==> config.mk <==
export PLATFORM = sky130hd
export DESIGN_NAME = branch_exec_unit_flat
export DESIGN_NICKNAME = d
export VERILOG_FILES = /design/src/rtl/branch_pkg.sv /design/src/rtl/branch_exec_unit_if.sv /design/src/rtl/branch_result_fifo.sv /design/src/rtl/branch_exec_unit.sv /design/src/flat_wrapper.sv
export SDC_FILE = /design/constraint.sdc
export NUM_CORES = 1
export LEC_CHECK = 0
export ABC_AREA = 1
export CAP_MARGIN = 10
export CORE_MARGIN = 8
export CORE_UTILIZATION = 50
export CTS_CLUSTER_DIAMETER = 50
export DETAILED_ROUTE_END_ITERATION = 10
export GPL_ROUTABILITY_DRIVEN = 1
export GPL_TIMING_DRIVEN = 0
export PLACE_DENSITY = 0.73
export RECOVER_POWER = 100
export SETUP_SLACK_MARGIN = 0.1
export SLEW_MARGIN = 20
export SYNTH_ARGS = -nofsm -noshare
export SYNTH_HDL_FRONTEND = slang
export SYNTH_SLANG_ARGS = --single-unit
==> constraint.sdc <==
create_clock -name clk -period 15.6 [get_ports clk]
set_input_delay 1.56 -clock clk [delete_from_list [all_inputs] [get_ports clk]]
set_output_delay 1.56 -clock clk [all_outputs]
set_load 0.05 [all_outputs]
==> src/rtl/branch_pkg.sv <==
// Package: branch_pkg
// Shared opcode encodings and result-record sizing for the branch execution unit.
// Opcodes outside BR_BEQ..BR_JALR resolve as "not taken, fall through".
package branch_pkg;

    localparam int OP_W = 4;

    localparam logic [OP_W-1:0] BR_BEQ  = 4'd0;
    localparam logic [OP_W-1:0] BR_BNE  = 4'd1;
    localparam logic [OP_W-1:0] BR_BLT  = 4'd2;
    localparam logic [OP_W-1:0] BR_BGE  = 4'd3;
    localparam logic [OP_W-1:0] BR_BLTU = 4'd4;
    localparam logic [OP_W-1:0] BR_BGEU = 4'd5;
    localparam logic [OP_W-1:0] BR_JAL  = 4'd6;
    localparam logic [OP_W-1:0] BR_JALR = 4'd7;

    // Result record = {tag, taken, addr, link, mispredict}
    localparam int RES_FLAG_W = 2;

    function automatic int res_w(input int addr_w, input int tag_w);
        return tag_w + 2 * addr_w + RES_FLAG_W;
    endfunction

endpackage

==> src/rtl/branch_exec_unit_if.sv <==
// Interface: branch_exec_unit_if
// Issue (RS -> unit) and result (unit -> PC/ROB) handshakes plus flush.
//  slave  : the branch unit (consumes in_*, produces in_ready and res_*)
//  master : the environment (issue side and result consumer)
interface branch_exec_unit_if
    import branch_pkg::*;
#(
    parameter int ADDR_W = 32,
    parameter int DATA_W = 32,
    parameter int TAG_W  = 2
);
    logic              flush;
    logic              in_valid;
    logic              in_ready;
    logic [OP_W-1:0]   in_op;
    logic [DATA_W-1:0] in_rs1;
    logic [DATA_W-1:0] in_rs2;
    logic [DATA_W-1:0] in_imm;
    logic [ADDR_W-1:0] in_pc;
    logic              in_pred_taken;
    logic [ADDR_W-1:0] in_pred_addr;
    logic [TAG_W-1:0]  in_tag;
    logic              res_valid;
    logic              res_ready;
    logic [TAG_W-1:0]  res_tag;
    logic              res_taken;
    logic [ADDR_W-1:0] res_addr;
    logic [ADDR_W-1:0] res_link;
    logic              res_mispredict;

    modport slave (
        input  flush, in_valid, in_op, in_rs1, in_rs2, in_imm, in_pc,
               in_pred_taken, in_pred_addr, in_tag, res_ready,
        output in_ready, res_valid, res_tag, res_taken, res_addr, res_link,
               res_mispredict
    );

    modport master (
        output flush, in_valid, in_op, in_rs1, in_rs2, in_imm, in_pc,
               in_pred_taken, in_pred_addr, in_tag, res_ready,
        input  in_ready, res_valid, res_tag, res_taken, res_addr, res_link,
               res_mispredict
    );
endinterface

==> src/rtl/branch_result_fifo.sv <==
// Module: branch_result_fifo
// Generic DEPTH x W FIFO with synchronous flush and async active-high reset.
// Ports: clk, rst, flush, push/din/full (write side), pop/dout/empty (read side).
// Pointers carry one extra MSB so full and empty are distinguishable.
// Storage is reset so that dout reads 0 straight out of reset.
module branch_result_fifo #(
    parameter int DEPTH = 4,
    parameter int W     = 8
) (
    input  logic         clk,
    input  logic         rst,
    input  logic         flush,
    input  logic         push,
    input  logic [W-1:0] din,
    output logic         full,
    input  logic         pop,
    output logic [W-1:0] dout,
    output logic         empty
);
    localparam int AW = $clog2(DEPTH);

    logic [DEPTH-1:0][W-1:0] mem;
    logic [AW:0]             wr_ptr;
    logic [AW:0]             rd_ptr;

    assign empty = (wr_ptr == rd_ptr);
    assign full  = (wr_ptr[AW] != rd_ptr[AW]) && (wr_ptr[AW-1:0] == rd_ptr[AW-1:0]);
    assign dout  = mem[rd_ptr[AW-1:0]];

    always_ff @(posedge clk or posedge rst) begin
        if (rst) begin
            mem    <= '0;
            wr_ptr <= '0;
            rd_ptr <= '0;
        end else if (flush) begin
            wr_ptr <= '0;
            rd_ptr <= '0;
        end else begin
            // Push while full is only legal together with a pop; the
            // slot written is the one being read out this cycle.
            if (push) begin
                mem[wr_ptr[AW-1:0]] <= din;
                wr_ptr              <= wr_ptr + (AW+1)'(1);
            end
            if (pop)
                rd_ptr <= rd_ptr + (AW+1)'(1);
        end
    end
endmodule

==> src/rtl/branch_exec_unit.sv <==
// Module: branch_exec_unit
// Buffered branch execution unit: resolves direction/target of one issued
// branch per cycle, flags mispredicts against the fetch prediction, and
// queues results in branch_result_fifo so a stalled consumer never blocks
// the resolve path.
// Ports: clk, rst (async, active-high), bus (branch_exec_unit_if.slave).
// Optional: BRANCH_PERF_CNT_EN adds perf_branches / perf_mispredicts,
//           32-bit wrapping counters of popped results / popped mispredicts.
module branch_exec_unit
    import branch_pkg::*;
#(
    parameter int ADDR_W = 32,
    parameter int DATA_W = 32,
    parameter int TAG_W  = 2,
    parameter int DEPTH  = 4
) (
    input  logic                clk,
    input  logic                rst,
    branch_exec_unit_if.slave   bus
`ifdef BRANCH_PERF_CNT_EN
    ,
    output logic [31:0]         perf_branches,
    output logic [31:0]         perf_mispredicts
`endif
);
    localparam int RW = res_w(ADDR_W, TAG_W);

    logic              taken;
    logic [ADDR_W-1:0] imm_a;
    logic [ADDR_W-1:0] pc_imm;
    logic [ADDR_W-1:0] pc_4;
    logic [DATA_W-1:0] jalr_sum;
    logic [ADDR_W-1:0] jalr_a;
    logic [ADDR_W-1:0] addr;
    logic              mispredict;
    logic              push;
    logic              pop;
    logic              full;
    logic              empty;
    logic [RW-1:0]     din;
    logic [RW-1:0]     dout;

    // All address arithmetic wraps at ADDR_W bits.
    assign imm_a    = ADDR_W'($signed(bus.in_imm));
    assign pc_imm   = bus.in_pc + imm_a;
    assign pc_4     = bus.in_pc + ADDR_W'(4);
    assign jalr_sum = bus.in_rs1 + bus.in_imm;
    assign jalr_a   = ADDR_W'(jalr_sum);

    always_comb begin
        taken = 1'b0;
        addr  = pc_4;
        case (bus.in_op)
            BR_BEQ:  taken = (bus.in_rs1 == bus.in_rs2);
            BR_BNE:  taken = (bus.in_rs1 != bus.in_rs2);
            BR_BLT:  taken = ($signed(bus.in_rs1) <  $signed(bus.in_rs2));
            BR_BGE:  taken = ($signed(bus.in_rs1) >= $signed(bus.in_rs2));
            BR_BLTU: taken = (bus.in_rs1 <  bus.in_rs2);
            BR_BGEU: taken = (bus.in_rs1 >= bus.in_rs2);
            BR_JAL:  taken = 1'b1;
            BR_JALR: taken = 1'b1;
            default: taken = 1'b0;
        endcase
        if (bus.in_op == BR_JALR)
            addr = {jalr_a[ADDR_W-1:1], 1'b0};
        else if (taken)
            addr = pc_imm;
    end

    // Target compare only: a right-direction, wrong-target prediction still flags.
    assign mispredict = (addr != bus.in_pred_addr);

    // Flush wins over both handshakes and keeps the input side open.
    assign pop          = !empty && bus.res_ready && !bus.flush;
    assign bus.in_ready = !full || pop || bus.flush;
    assign push         = bus.in_valid && bus.in_ready && !bus.flush;

    assign din = {bus.in_tag, taken, addr, pc_4, mispredict};

    branch_result_fifo #(
        .DEPTH (DEPTH),
        .W     (RW)
    ) u_fifo (
        .clk   (clk),
        .rst   (rst),
        .flush (bus.flush),
        .push  (push),
        .din   (din),
        .full  (full),
        .pop   (pop),
        .dout  (dout),
        .empty (empty)
    );

    assign bus.res_valid = !empty;
    assign {bus.res_tag, bus.res_taken, bus.res_addr, bus.res_link, bus.res_mispredict} = dout;

`ifdef BRANCH_PERF_CNT_EN
    // Counted at consumption, not at issue; flush leaves them alone.
    always_ff @(posedge clk or posedge rst) begin
        if (rst) begin
            perf_branches    <= '0;
            perf_mispredicts <= '0;
        end else if (pop) begin
            perf_branches <= perf_branches + 32'd1;
            if (bus.res_mispredict)
                perf_mispredicts <= perf_mispredicts + 32'd1;
        end
    end
`endif
endmodule
==> src/flat_wrapper.sv <==
// flat-port wrapper written by rule: the top's interface ports become plain ports
module branch_exec_unit_flat import branch_pkg::*;
#(
    parameter int ADDR_W = 32,
    parameter int DATA_W = 32,
    parameter int TAG_W  = 2,
    parameter int DEPTH  = 4
)
  (clk, rst, bus_flush, bus_in_valid, bus_in_op, bus_in_rs1, bus_in_rs2, bus_in_imm, bus_in_pc, bus_in_pred_taken, bus_in_pred_addr, bus_in_tag, bus_res_ready, bus_in_ready, bus_res_valid, bus_res_tag, bus_res_taken, bus_res_addr, bus_res_link, bus_res_mispredict);
  branch_exec_unit_if #(.ADDR_W(ADDR_W), .DATA_W(DATA_W), .TAG_W(TAG_W)) bus_i ();
  input  logic clk;
  input  logic rst;
  input wire logic [$bits(bus_i.flush)-1:0] bus_flush;
  input wire logic [$bits(bus_i.in_valid)-1:0] bus_in_valid;
  input wire logic [$bits(bus_i.in_op)-1:0] bus_in_op;
  input wire logic [$bits(bus_i.in_rs1)-1:0] bus_in_rs1;
  input wire logic [$bits(bus_i.in_rs2)-1:0] bus_in_rs2;
  input wire logic [$bits(bus_i.in_imm)-1:0] bus_in_imm;
  input wire logic [$bits(bus_i.in_pc)-1:0] bus_in_pc;
  input wire logic [$bits(bus_i.in_pred_taken)-1:0] bus_in_pred_taken;
  input wire logic [$bits(bus_i.in_pred_addr)-1:0] bus_in_pred_addr;
  input wire logic [$bits(bus_i.in_tag)-1:0] bus_in_tag;
  input wire logic [$bits(bus_i.res_ready)-1:0] bus_res_ready;
  output wire logic [$bits(bus_i.in_ready)-1:0] bus_in_ready;
  output wire logic [$bits(bus_i.res_valid)-1:0] bus_res_valid;
  output wire logic [$bits(bus_i.res_tag)-1:0] bus_res_tag;
  output wire logic [$bits(bus_i.res_taken)-1:0] bus_res_taken;
  output wire logic [$bits(bus_i.res_addr)-1:0] bus_res_addr;
  output wire logic [$bits(bus_i.res_link)-1:0] bus_res_link;
  output wire logic [$bits(bus_i.res_mispredict)-1:0] bus_res_mispredict;
  assign bus_i.flush = bus_flush;
  assign bus_i.in_valid = bus_in_valid;
  assign bus_i.in_op = bus_in_op;
  assign bus_i.in_rs1 = bus_in_rs1;
  assign bus_i.in_rs2 = bus_in_rs2;
  assign bus_i.in_imm = bus_in_imm;
  assign bus_i.in_pc = bus_in_pc;
  assign bus_i.in_pred_taken = bus_in_pred_taken;
  assign bus_i.in_pred_addr = bus_in_pred_addr;
  assign bus_i.in_tag = bus_in_tag;
  assign bus_i.res_ready = bus_res_ready;
  assign bus_in_ready = bus_i.in_ready;
  assign bus_res_valid = bus_i.res_valid;
  assign bus_res_tag = bus_i.res_tag;
  assign bus_res_taken = bus_i.res_taken;
  assign bus_res_addr = bus_i.res_addr;
  assign bus_res_link = bus_i.res_link;
  assign bus_res_mispredict = bus_i.res_mispredict;
  branch_exec_unit #(.ADDR_W(ADDR_W), .DATA_W(DATA_W), .TAG_W(TAG_W), .DEPTH(DEPTH)) u_core (.clk(clk), .rst(rst), .bus(bus_i));
endmodule
==> results by group <==
Timing
  • Worst rel slew slack: -197%
  • Setup ws final: 7.23 ns
  • Max frequency: between 0.1 and 0.15 GHz
  • Least-Margin Pin Slew: 4.46 ns
  • Clk_skew: slightly above 0.009 ns
  • Final hold slack: about 0.47 ns
  • Final Cycle Share: a little over half
  • RSZ-0062 raised after global routing: no
  • Final setup fails: 0
  • Final Critical Period: 8.37 ns
  • Fin. Hold Viols: 0
  • Fin Setup TNS: 0 ns
  • Final slew viol count: between 150 and 200

Critical path
  • Critical path launch point type: input pin
  • FF-to-FF path depth: 16
  • CP Capture Type: asynchronous set/reset pin
  • CP arrival: a little under 8 ns
  • Crit-path max FO: 100
  • Setup CP Type: input pin to asynchronous set/reset pin
  • Reg2reg setup slack: ~12 ns
  • Crit path required time: roughly 15 ns

CTS
  • CTS sink cnt: between 200 and 300
  • CTS root buf: clkbuf_16
  • CTS Buffer Depth: 3
  • H-tree Lvls: 2
  • CTS buffer count: 34
  • Clk_lat worst skew: roughly 0.52 ns
  • Worst-path clk slew: approximately 0.060 ns
  • Setup bufs post-CTS: 0
  • CTS-repair resized insts: 0
  • Hold Buf Count CTS: 0
  • CTS tree: done

Pwr
  • LEAKAGE: ~11 nW
  • PD cells: between 100 and 150 mW/mm^2
  • Psw: between 0.001 and 0.0015 W
  • Switching share of power: 41.1%
  • Int Power: about 0.0017 W
  • Peak VDD IR: between 0.08 and 0.09 mV
  • Clk pwr share: approximately a quarter
  • Logic pwr share: 39.1%
  • Seq pwr share: roughly 36%
  • Power, Total: roughly 0.0029 W

Floorplan
  • Core Area: 0.0366 mm^2
  • Starting Density: 50.9%
  • Die H: between 200 and 250 um
  • Die ar.: around 0.044 mm^2
  • Die width: approximately 210 um
  • Num rows: 70
  • IO Pins: about 240

Placed design
  • Placement Setup Slack: roughly 10 ns
  • Dpl hpwl: 57200 um
  • RD Place Congestion: around 0.98
  • Area post-placement: ~0.022 mm^2
  • Port-buffer cells: 240

Outcome
  • Status: complete, but fails checks
  • Failing checks: capacitance limit, slew limit

Cells and area
  • Layout cell share with drive strength beyond 1: about 3%
  • Fin area: 0.0226 mm^2
  • Diode count: 0
  • Commonest non-fill, non-tap cells in the layout: nand2_1 (787), o21ai_0 (413), dfrtp_1 (278)
  • P&R area growth vs syn: 21.1%
  • Filler cells: about 3500
  • Commonest non-fill, non-tap cell in the layout: nand2_1
  • Nets: roughly 3200

Hold path
  • Hold path depth: 2
  • Hold crit path type: register to register

GRT
  • Most used routing layer: met2
  • Global-route met3 utilization: 6.17%
  • Initial antenna violation count: 3
  • Total grt overflow: 0
  • Pin count of the biggest net entering global routing: slightly above 100
  • M1 GR Usage: 42.1%
  • First-pass GRT wire length: about 110000 um
  • Vias in the first global route: between 15000 and 20000
  • Met2 usage: just over 50%
  • GRT Util Overall: between 30% and 40%

Drt
  • Routed Antenna Nets: 0
  • DR vias: a little under 20000
  • Vias per cell: between 5 and 6
  • Remaining DRCs: 0
  • Drt total wl: ~72000 um
  • Initial DRC Count: about 2200
  • First-pass detailed-route iteration total: 6
  • DR WL/cell: ~21 um

Job
  • MaxCap Viol Count: 2

Logic synthesis
  • Syn Std Cell Area: around 0.019 mm^2
  • Avg Synthesized Cell Area: 7.02 um^2
  • Synth Register Bits: between 200 and 300
  • Cells after Synth: 2654
  • Syn nets: approximately 3000
  • Synth warn: 0
  • Seq/Total Area, Yosys: 37.4%
  • Count of different cell masters after synthesis: 44
## final timing paths
check	start	endpoint
max	rst	u_core.u_fifo.mem[59]$_DFFE_PP0P_
min	u_core.u_fifo.mem[228]$_DFFE_PP0P_	u_core.u_fifo.mem[228]$_DFFE_PP0P_
max reg2reg	u_core.u_fifo.rd_ptr[1]$_DFFE_PP0P_	u_core.u_fifo.mem[270]$_DFFE_PP0P_
min reg2reg	u_core.u_fifo.mem[228]$_DFFE_PP0P_	u_core.u_fifo.mem[228]$_DFFE_PP0P_
max in group clk	bus_in_pc[2]	u_core.u_fifo.mem[136]$_DFFE_PP0P_
min in group asynchronous	rst	u_core.u_fifo.mem[14]$_DFFE_PP0P_
## per-layer routing
metal | vias up | part of all wire [%]
li1 | 9295 | -
met1 | 9297 | 41
met2 | 1022 | 45
met3 | 139 | 9.3
met4 | 0 | 4.4
met5 | - | 0
## sequential cells by signal, indices dropped and copies added (netlist names)
signal / count
u_core.u_fifo.wr_ptr: 3
u_core.u_fifo.mem: 272
u_core.u_fifo.rd_ptr: 3
## per-stage QoR
| step | util (%) | cells |
|---|---|---|
| global route | 61.6 | 3419 |
| finish | 61.6 | 3419 |
| floorplan | - | 2654 |
| CTS | 62.0 | 3419 |
| global placement | 59.0 | 3362 |
| detailed placement | 59.2 | 3364 |
## kinds of logic after synthesis
| group | Yosys count | synth area share, % |
|---|---|---|
| fa+ha+maj | 101 | 6.87 |
| simple gates | 1262 | 28.4 |
| compound gates | 611 | 17.2 |
| buf+inv | 339 | 7.07 |
| xor+xnor | 63 | 3.06 |
| flops | 278 | 37.4 |
## area by class of cell
class                   count  area [um^2]  share of cell area [%]
clock inverters             7         52.6                   0.233
flip-flops and latches    278         6960                    30.8
inverters                 222          835                    3.70
clock buffers              48          975                    4.32
repair buffers            242         2430                    10.8
plain buffers             117          458                    2.03
well taps                 468          586                    2.60
multi-input cells        2037        10300                    45.5
## synthesized netlist by cell type (all sizes together)
cell type	count	share of area, %
a21oi	101	2.7
o21bai	5	0.20
buf	16	0.56
or2	3	0.10
o221ai	1	0.047
xor2	47	2.3
ha	99	6.7
a21o	5	0.20
xnor2	16	0.75
nand2	795	16
nor4	7	0.24
fa	2	0.22
a221oi	1	0.047
o21ai	416	11
a31o	1	0.047
nand3	152	4.3
o21a	5	0.20
inv	219	4.4
nand3b	17	0.69
nand4	14	0.47
clkinv	3	0.060
nor3	23	0.85
a31oi	5	0.17
clkbuf	101	2.0
dfrtp	278	37
nor3b	1	0.040
nor2	250	5.5
a21boi	3	0.12
o22ai	68	2.3
## power by group through the flow
stage,Clock (W),Sequential (W),Combinational (W)
2_1_floorplan,0,0.00101,0.000758
4_1_cts,0.000740,0.00103,0.00116
3_3_place_gp,0,0.00103,0.00114
6_report,0.000738,0.00103,0.00114
3_5_place_dp,0,0.00104,0.00116
5_1_grt,0.000769,0.00105,0.00124
## worst max-delay path: stages
cell and delay, ns:
dlygate4sd3_1 0.55, clkinvlp_2 2.43, clkbuf_1 3.27
Power figures use the tool's default switching activity.
